--- src/rtl/mips_mc_pkg.sv ---
// Shared definitions for the MIPS multicycle controller: state encoding,
// opcode/funct values and ALU control codes.
package mips_mc_pkg;

    typedef enum logic [3:0] {
        FETCH   = 4'd0,
        DECODE  = 4'd1,
        MEMADR  = 4'd2,
        MEMRD   = 4'd3,
        MEMWB   = 4'd4,
        MEMWR   = 4'd5,
        EXECUTE = 4'd6,
        ALUWB   = 4'd7,
        BRANCH  = 4'd8,
        ADDIEX  = 4'd9,
        ADDIWB  = 4'd10,
        JUMP    = 4'd11
    } state_t;

    localparam logic [5:0] OP_RTYPE = 6'b000000;
    localparam logic [5:0] OP_LW    = 6'b100011;
    localparam logic [5:0] OP_SW    = 6'b101011;
    localparam logic [5:0] OP_BEQ   = 6'b000100;
    localparam logic [5:0] OP_BNE   = 6'b000101;
    localparam logic [5:0] OP_ADDI  = 6'b001000;
    localparam logic [5:0] OP_J     = 6'b000010;

    localparam logic [5:0] FN_ADD = 6'b100000;
    localparam logic [5:0] FN_SUB = 6'b100010;
    localparam logic [5:0] FN_AND = 6'b100100;
    localparam logic [5:0] FN_OR  = 6'b100101;
    localparam logic [5:0] FN_SLT = 6'b101010;

    localparam logic [2:0] ALU_AND = 3'b000;
    localparam logic [2:0] ALU_OR  = 3'b001;
    localparam logic [2:0] ALU_ADD = 3'b010;
    localparam logic [2:0] ALU_SUB = 3'b110;
    localparam logic [2:0] ALU_SLT = 3'b111;

    // ALU operation class requested by the state machine
    localparam logic [1:0] ALUOP_ZERO  = 2'b00;
    localparam logic [1:0] ALUOP_ADD   = 2'b01;
    localparam logic [1:0] ALUOP_SUB   = 2'b10;
    localparam logic [1:0] ALUOP_FUNCT = 2'b11;

endpackage

--- src/rtl/mips_mc_aludec.sv ---
// Combinational ALU decoder: maps ALU-op class and funct to alucontrol,
// and flags whether funct is a supported R-type operation.
module mips_mc_aludec
    import mips_mc_pkg::*;
(
    input  logic [5:0] funct,
    input  logic [1:0] aluop,
    output logic [2:0] alucontrol,
    output logic       funct_legal
);

    logic [2:0] funct_ctl;

    always_comb begin
        funct_legal = 1'b1;
        funct_ctl   = ALU_AND;
        case (funct)
            FN_ADD:  funct_ctl = ALU_ADD;
            FN_SUB:  funct_ctl = ALU_SUB;
            FN_AND:  funct_ctl = ALU_AND;
            FN_OR:   funct_ctl = ALU_OR;
            FN_SLT:  funct_ctl = ALU_SLT;
            default: funct_legal = 1'b0;
        endcase
    end

    always_comb begin
        alucontrol = ALU_AND;
        case (aluop)
            ALUOP_ADD:   alucontrol = ALU_ADD;
            ALUOP_SUB:   alucontrol = ALU_SUB;
            ALUOP_FUNCT: alucontrol = funct_ctl;
            default:     alucontrol = ALU_AND;
        endcase
    end

endmodule

--- src/rtl/mips_mc_controller.sv ---
// Moore control FSM for the shared-memory multicycle MIPS datapath.
// Optional bne support is enabled by defining MIPS_MC_BNE_EN.
module mips_mc_controller
    import mips_mc_pkg::*;
(
    input  logic       clk,
    input  logic       reset,
    input  logic [5:0] op,
    input  logic [5:0] funct,
    input  logic       zero,
    input  logic       mem_ready,
    output logic       pcen,
    output logic       iord,
    output logic       memwrite,
    output logic       irwrite,
    output logic       regdst,
    output logic       memtoreg,
    output logic       regwrite,
    output logic       alusrca,
    output logic [1:0] alusrcb,
    output logic [2:0] alucontrol,
    output logic [1:0] pcsrc,
    output logic       illegal,
    output logic [3:0] state
);

    state_t     state_reg;
    state_t     state_next;
    state_t     cur;
    logic       pcwrite;
    logic       branch;
    logic       branch_cond;
    logic [1:0] aluop;
    logic       funct_legal;

    always_ff @(posedge clk) begin
        if (!reset) begin
            state_reg <= FETCH;
        end else begin
            state_reg <= state_next;
        end
    end

`ifdef MIPS_MC_BNE_EN
    logic is_bne_reg;

    always_ff @(posedge clk) begin
        if (!reset) begin
            is_bne_reg <= 1'b0;
        end else if (state_reg == DECODE) begin
            is_bne_reg <= (op == OP_BNE);
        end
    end

    assign branch_cond = is_bne_reg ? ~zero : zero;
`else
    assign branch_cond = zero;
`endif

    // Holding reset makes every output look like FETCH with enables gated off
    assign cur   = reset ? state_reg : FETCH;
    assign state = cur;
    assign pcen  = pcwrite | (branch & branch_cond);

    mips_mc_aludec u_aludec (
        .funct       (funct),
        .aluop       (aluop),
        .alucontrol  (alucontrol),
        .funct_legal (funct_legal)
    );

    always_comb begin
        state_next = cur;
        pcwrite    = 1'b0;
        branch     = 1'b0;
        iord       = 1'b0;
        memwrite   = 1'b0;
        irwrite    = 1'b0;
        regdst     = 1'b0;
        memtoreg   = 1'b0;
        regwrite   = 1'b0;
        alusrca    = 1'b0;
        alusrcb    = 2'b00;
        aluop      = ALUOP_ZERO;
        pcsrc      = 2'b00;
        illegal    = 1'b0;
        case (cur)
            FETCH: begin
                alusrcb = 2'b01;
                aluop   = ALUOP_ADD;
                irwrite = mem_ready & reset;
                pcwrite = mem_ready & reset;
                if (mem_ready) state_next = DECODE;
            end
            DECODE: begin
                alusrcb = 2'b11;
                aluop   = ALUOP_ADD;
                case (op)
                    OP_LW, OP_SW: state_next = MEMADR;
                    OP_RTYPE: begin
                        state_next = funct_legal ? EXECUTE : FETCH;
                        illegal    = ~funct_legal;
                    end
                    OP_BEQ:  state_next = BRANCH;
`ifdef MIPS_MC_BNE_EN
                    OP_BNE:  state_next = BRANCH;
`endif
                    OP_ADDI: state_next = ADDIEX;
                    OP_J:    state_next = JUMP;
                    default: begin
                        state_next = FETCH;
                        illegal    = 1'b1;
                    end
                endcase
            end
            MEMADR: begin
                alusrca    = 1'b1;
                alusrcb    = 2'b10;
                aluop      = ALUOP_ADD;
                state_next = (op == OP_SW) ? MEMWR : MEMRD;
            end
            MEMRD: begin
                iord = 1'b1;
                if (mem_ready) state_next = MEMWB;
            end
            MEMWB: begin
                memtoreg   = 1'b1;
                regwrite   = 1'b1;
                state_next = FETCH;
            end
            MEMWR: begin
                iord     = 1'b1;
                memwrite = 1'b1;
                if (mem_ready) state_next = FETCH;
            end
            EXECUTE: begin
                alusrca    = 1'b1;
                aluop      = ALUOP_FUNCT;
                state_next = ALUWB;
            end
            ALUWB: begin
                regdst     = 1'b1;
                regwrite   = 1'b1;
                state_next = FETCH;
            end
            BRANCH: begin
                alusrca    = 1'b1;
                aluop      = ALUOP_SUB;
                pcsrc      = 2'b01;
                branch     = 1'b1;
                state_next = FETCH;
            end
            ADDIEX: begin
                alusrca    = 1'b1;
                alusrcb    = 2'b10;
                aluop      = ALUOP_ADD;
                state_next = ADDIWB;
            end
            ADDIWB: begin
                regwrite   = 1'b1;
                state_next = FETCH;
            end
            JUMP: begin
                pcsrc      = 2'b10;
                pcwrite    = 1'b1;
                state_next = FETCH;
            end
            default: state_next = FETCH;
        endcase
    end

endmodule

--- config.mk ---
export PLATFORM = sky130hd
export DESIGN_NAME = mips_mc_controller
export DESIGN_NICKNAME = d
export VERILOG_FILES = /design/src/rtl/mips_mc_pkg.sv /design/src/rtl/mips_mc_aludec.sv /design/src/rtl/mips_mc_controller.sv
export SDC_FILE = /design/constraint.sdc
export NUM_CORES = 1
export LEC_CHECK = 0
export CAP_MARGIN = 20
export CORE_MARGIN = 3
export CORE_UTILIZATION = 40
export CTS_BUF_LIST = sky130_fd_sc_hd__clkbuf_4
export DETAILED_ROUTE_END_ITERATION = 16
export PLACE_DENSITY = 0.81
export SLEW_MARGIN = 30
export SYNTH_ARGS = -nofsm -noshare
export SYNTH_HDL_FRONTEND = slang
export SYNTH_SLANG_ARGS = --single-unit
--- constraint.sdc ---
create_clock -name clk -period 5.09 [get_ports clk]
set_input_delay 0.509 -clock clk [delete_from_list [all_inputs] [get_ports clk]]
set_output_delay 0.509 -clock clk [all_outputs]
set_load 0.01 [all_outputs]
==> results of run 1 <==
Yosys cell counts:
cell type,n
a2111oi_0,1
a211o_1,1
a21boi_0,2
a21oi_1,5
a311o_1,1
a31oi_1,2
a32o_1,1
a32oi_1,1
and2_1,2
and3_1,1
buf_2,1
buf_4,3
buf_6,1
clkbuf_1,3
dfxtp_1,4
inv_1,7
mux2i_1,2
nand2_1,7
nand2_2,2
nand2b_1,4
nand3_1,8
nand4_1,1
nor2_1,6
nor2_8,1
nor2b_1,2
nor3_1,12
nor3_2,1
nor3b_1,2
nor4_1,2
nor4bb_1,1
o211ai_1,1
o21ai_0,7
o21ai_1,1
o21bai_1,1
o22ai_1,2
o31ai_1,1
or2_2,1
or3_4,1
or4_1,2
xnor2_1,2
xor2_1,1
power by group:
group | leakage (nW) | internal (W) | switching (W)
clock | 0.0138 | 0.0000264 | 0.0000140
combinational | 0.314 | 0.0000226 | 0.0000188
sequential | 0.0325 | 0.0000322 | 0.00000214
worst reg2reg max path, cell delays in order (launching register included):
cell     delay (ns)
dfxtp_1        0.72
inv_1          0.18
a21oi_1        0.19
o22ai_1        0.11
a32oi_1        0.18
nor2_1         0.05
cell families after synthesis:
| group | Yosys count |
|---|---|
| flip-flops | 4 |
| XOR/XNOR | 3 |
| buffers and inverters | 15 |
| multiplexers | 2 |
| AO/OA/AOI/OAI | 27 |
| AND/OR/NAND/NOR | 56 |
layer usage:
layer / track usage [%] / share of wire (%) / vias up
met5: 0 / 0 / -
met4: 2.15 / 0.39 / 0
met3: 4.14 / 4.3 / 4
met2: 33.5 / 51 / 36
met1: 23.5 / 44 / 412
li1: - / - / 454
placed cells by master, fill, tap and decap left out, types with 3 or more instances in the layout:
cell / n
nand3_1: 8
clkdlybuf4s50_1: 35
a21oi_1: 5
nor2_1: 6
inv_1: 7
nand2_1: 7
o21ai_0: 7
nor3_1: 12
clkbuf_4: 3
dfxtp_1: 4
nand2b_1: 4
metrics by stage:
stage	instance area, um2	cells	setup slack [ns]	utilization (%)	hold WS [ns]
detailed placement	1020	150	1.64	64.8	0.734
global route	1040	153	1.57	66.2	0.784
finish	1040	153	1.64	66.2	0.746
CTS	1040	153	1.64	66.2	0.741
floorplan	701	107	2.83	-	0.603
global placement	1020	150	1.70	64.8	0.713
worst paths after layout:
check,to,slack [ns]
max,alucontrol[1],1.64
min,state_reg[3],0.75
min reg2reg,state_reg[3],0.75
max reg2reg,state_reg[0],3.55
cell type report:
cell class | instances | area (um2)
Fill cell | 154 | 533
Tap cell | 16 | 20.0
Sequential cell | 4 | 80.1
Multi-Input combinational cell | 88 | 544
Timing Repair Buffer | 35 | 350
Clock buffer | 3 | 22.5
Inverter | 7 | 26.3
==> results.cfg, run 1 <==
[setup_path]
critPathKind = in2out
cp_common_cell = clkdlybuf4s50_1
reg2reg_from = state_reg[2]
crit_path_cell_trace = clkdlybuf4s50_1 -> nand2_2 -> or3_4 -> or4_1 -> nand3_1 -> clkdlybuf4s50_1
critical_path_buf_inv_count = 2
slowest_stage = clkdlybuf4s50_1
critPathLaunchType = input port
cp.arrival_ns = 2.94
end_kind = primary output
cp_max_fo = 12
r2r_cells = 5
slowest_delay_ns = 0.70
critPathLaunch = reset
cp_top_family = buffers and inverters
cp_data_required_time_ns = 4.58
crit_cells = 6

[layout]
largest_reg_flops = 4
drive_gt1_share_pct = 6.57
area_growth_pct = 48.9
antennaDiodeCount = 0
nets = 155

[timing]
setup_tns_ns = 0
post-route-period-util_pct = 67.7
slew_viol_final = 0
fin_crit_ns = 3.45
slew_headroom_pct = 57.5
skew_ns = 0.00281
finalSetupViolCount = 0
fmax_ghz = 0.290
worst_pin_slew_ns = 0.637
rsz0062_at_grt = no
hold_violations = 0

[clock_tree]
cts_buffer_depth = 2
htreeDepth = 1
cts_tree = built
clkLatencyLatePin_ns = 0.24
cts.sinks = 4
numCtsBuffers = 3
postCtsSetupBuffers = 0
cts_resized = 0
root_buffer = clkbuf_4
ctsHoldBuffers = 0
clk_pin_slew_worst_paths_ns = 0.04

[yosys]
netlist_instances = 107
synthSimpleGateAreaFrac_pct = 46.3
synth_top_family_by_area = simple AND/OR/NAND/NOR gates
yosysUniqueCellTypes = 41
ys_seq_area_share_pct = 11.4
synth_compound_area_share_pct = 24.8
syn_area_per_cell_um2 = 6.55
synth_fa_ha_area_share_pct = 0
synth_top_area_share_pct = 11.4
yosysWarnings = 0
syn-num-nets = 123
yosys.area_share.xor_xnor_pct = 3.75
netlist_top_cells_area = dfxtp_1, nor3_1, nand3_1
ys_ff_latch = 4
synth_area_um2 = 701
yosysTopAreaCell = dfxtp_1
muxShareOfSynthArea_pct = 2.86

[grt]
grt_pass1_wl_um = 3170
grt_start_max_net_pins = 19
grt_pass1_vias = 791
grt_remaining_overflow = 0
antenna_found_initial = 0
track_usage_pct = 18.8

[route]
first_pass_iters = 6
route.detailed.drc = 0
vias = 906
drt_iter0_markers = 21
wl_per_cell_um = 13.6
ant_nets = 0
viasPerCell = 5.92
wl_um = 2070

[hold_path]
hp-start = state_reg[0]
holdPathStages = 2
hp-class = reg2reg

[place]
hpwl_um = 1620
gp_congestion = 0.848
io_buffers = 35

[pwr]
peakVddDrop_v = 0.0000800
power_leakage_nw = 0.360
powerDensity_nw_per_um2 = 111
finalPower_w = 0.000116

[floorplanning]
die_area_um2 = 2290
core_area_um2 = 1580
pin_count = 36
die_y_um = 47.9
row_count = 14
dieWidth_um = 47.9
start_util_pct = 44.4

[job]
maxCapViolCount = 0

[run_status]
outcome = complete, no violations
(Power assumes the default switching activity.)
==> run 2, diff against run 1 <==
--- a/config.mk
+++ b/config.mk
@@ -7,10 +7,10 @@
 export LEC_CHECK = 0
 export CAP_MARGIN = 20
 export CORE_MARGIN = 3
-export CORE_UTILIZATION = 40
+export CORE_UTILIZATION = 37
 export CTS_BUF_LIST = sky130_fd_sc_hd__clkbuf_4
 export DETAILED_ROUTE_END_ITERATION = 16
-export PLACE_DENSITY = 0.81
+export PLACE_DENSITY = 0.78
 export SLEW_MARGIN = 30
 export SYNTH_ARGS = -nofsm -noshare
 export SYNTH_HDL_FRONTEND = slang
==> constraint.sdc (replaced) <==
create_clock -name clk -period 3.1 [get_ports clk]
set_input_delay 0.31 -clock clk [delete_from_list [all_inputs] [get_ports clk]]
set_output_delay 0.31 -clock clk [all_outputs]
set_load 0.01 [all_outputs]
==> results.cfg, run 2 (synthesis gave the netlist of run 1 again) <==
[grt]
track_usage_pct = 17.5
grt_pass1_wl_um = 3530
grt_use_met3_pct = 3.02
antenna_found_initial = 0
grt_use_met2_pct = 31.0
use_met1_pct = 22.7
grt_start_max_net_pins = 18
top_usage_layer = met2
grt_remaining_overflow = 0
grt_pass1_vias = 821

[floorplanning]
row_count = 15
dieWidth_um = 49.5
pin_count = 36
start_util_pct = 39.7
core_area_um2 = 1760
die_y_um = 49.5
die_area_um2 = 2450

[setup_path]
cp_max_fo = 6
cp_common_cell = clkdlybuf4s50_1
critical_path_buf_inv_count = 2
crit_path_cell_trace = clkdlybuf4s50_1 -> nand2_2 -> or3_4 -> or4_1 -> nand3_1 -> clkdlybuf4s50_1
slowest_delay_ns = 0.54
slowest_stage = clkdlybuf4s50_1
end_kind = primary output
cp_top_family = simple AND/OR/NAND/NOR gates
critPathLaunchType = input port
cp.arrival_ns = 2.48
cp_data_required_time_ns = 2.79
critPathKind = in2out

[place]
gp_congestion = 0.904
io_buffers = 35
placed_cell_area_um2 = 1050
hpwl_um = 1740

[timing]
setup_tns_ns = 0
fmax_ghz = 0.359
finalSetupViolCount = 0
skew_ns = 0.00123
slew_viol_final = 0
worst_pin_slew_ns = 0.446
rsz0062_at_grt = no
fin_crit_ns = 2.79
whs_ns = 0.711
hold_violations = 0
slew_headroom_pct = 69.5
post-route-period-util_pct = 89.9

[clock_tree]
postCtsSetupBuffers = 0
root_buffer = clkbuf_4
htreeDepth = 1
clkLatencyLatePin_ns = 0.23
clk_pin_slew_worst_paths_ns = 0.04
cts_resized = 0
cts_buffer_depth = 2
cts_tree = built
ctsHoldBuffers = 0
numCtsBuffers = 3
cts.sinks = 4

[pwr]
p_int_w = 0.000134
p_seq_share_pct = 29.6
finalPower_w = 0.000189
clockPowerShare_pct = 33.5
peakVddDrop_v = 0.000195
p_switching_w = 0.0000551
power_leakage_nw = 0.376
switching_share_pct = 29.1
p_comb_share_pct = 36.9
powerDensity_nw_per_um2 = 176

[layout]
area_growth_pct = 53.7
largest_reg_flops = 4
final_common_cell = clkdlybuf4s50_1
fill_cells = 186
nets = 158
final_cell_mix = clkdlybuf4s50_1, nor3_1, nand3_1
final_area_um2 = 1080
drive_gt1_share_pct = 8.57
antennaDiodeCount = 0

[hold_path]
hp-class = reg2reg

[route]
ant_nets = 0
wl_um = 2180
wl_per_cell_um = 13.2
drt_iter0_markers = 20
route.detailed.drc = 0
vias = 915
first_pass_iters = 4
viasPerCell = 5.55

[job]
maxCapViolCount = 0

[run_status]
outcome = complete, no violations
==> run 2: cell count changes in the layout (fill, tap and decap cells not counted) <==
| cell | change |
|---|---|
| buf_4 | +3 |
==> run 2: through the flow <==
stage                     utilization [%]  std cells  worst slack [ns]
after floorplan                         -        107              1.24
after global placement               59.8        162             0.305
after detailed placement             59.8        162             0.307
after CTS                            61.1        165             0.306
after global routing                 61.1        165             0.230
final                                61.1        165             0.312
==> run 2: metal layers <==
metal	routed length (um)	vias up
li1	-	456
met1	996	421
met2	1050	36
met3	108	2
met4	19	0
met5	0	-
==> run 2: worst paths after layout <==
check	startpoint	end	slack, ns	cells after the start
worst max-delay path	reset	alucontrol[1]	0.31	6
worst min register to register	state_reg[0]	state_reg[3]	0.71	2
worst max register to register	state_reg[3]	state_reg[1]	1.57	4
worst min-delay path	state_reg[0]	state_reg[3]	0.71	2
==> run 2: power by group through the flow <==
| stage | Combinational, W | Clock (W) | Sequential (W) |
|---|---|---|---|
| after floorplan | 0.0000350 | 0 | 0.0000539 |
| after global placement | 0.0000677 | 0 | 0.0000567 |
| after detailed placement | 0.0000689 | 0 | 0.0000567 |
| after CTS | 0.0000693 | 0.0000666 | 0.0000559 |
| after global routing | 0.0000751 | 0.0000705 | 0.0000562 |
| final | 0.0000698 | 0.0000635 | 0.0000560 |
==> run 2: layout make-up <==
type / count / area [um2] / share of cell area [%]
Tap cell: 25 / 31.3 / 2.90
Timing Repair Buffer: 38 / 373 / 34.6
Clock buffer: 3 / 22.5 / 2.09
Multi-Input combinational cell: 88 / 544 / 50.5
Inverter: 7 / 26.3 / 2.44
Sequential cell: 4 / 80.1 / 7.43
==> run 2: worst reg2reg max path, cell delays in order, from the launching register on <==
cell	delay [ns]
dfxtp_1	0.61
inv_1	0.18
nand3_1	0.24
nor3_1	0.12
a32o_1	0.27
==> run 3, diff against run 2 <==
--- a/config.mk
+++ b/config.mk
@@ -11,7 +11,6 @@
 export CTS_BUF_LIST = sky130_fd_sc_hd__clkbuf_4
 export DETAILED_ROUTE_END_ITERATION = 16
 export PLACE_DENSITY = 0.78
-export SLEW_MARGIN = 30
 export SYNTH_ARGS = -nofsm -noshare
 export SYNTH_HDL_FRONTEND = slang
 export SYNTH_SLANG_ARGS = --single-unit
==> results of run 3 <==
Final layout, timing and power as in run 2 (identical DEF).
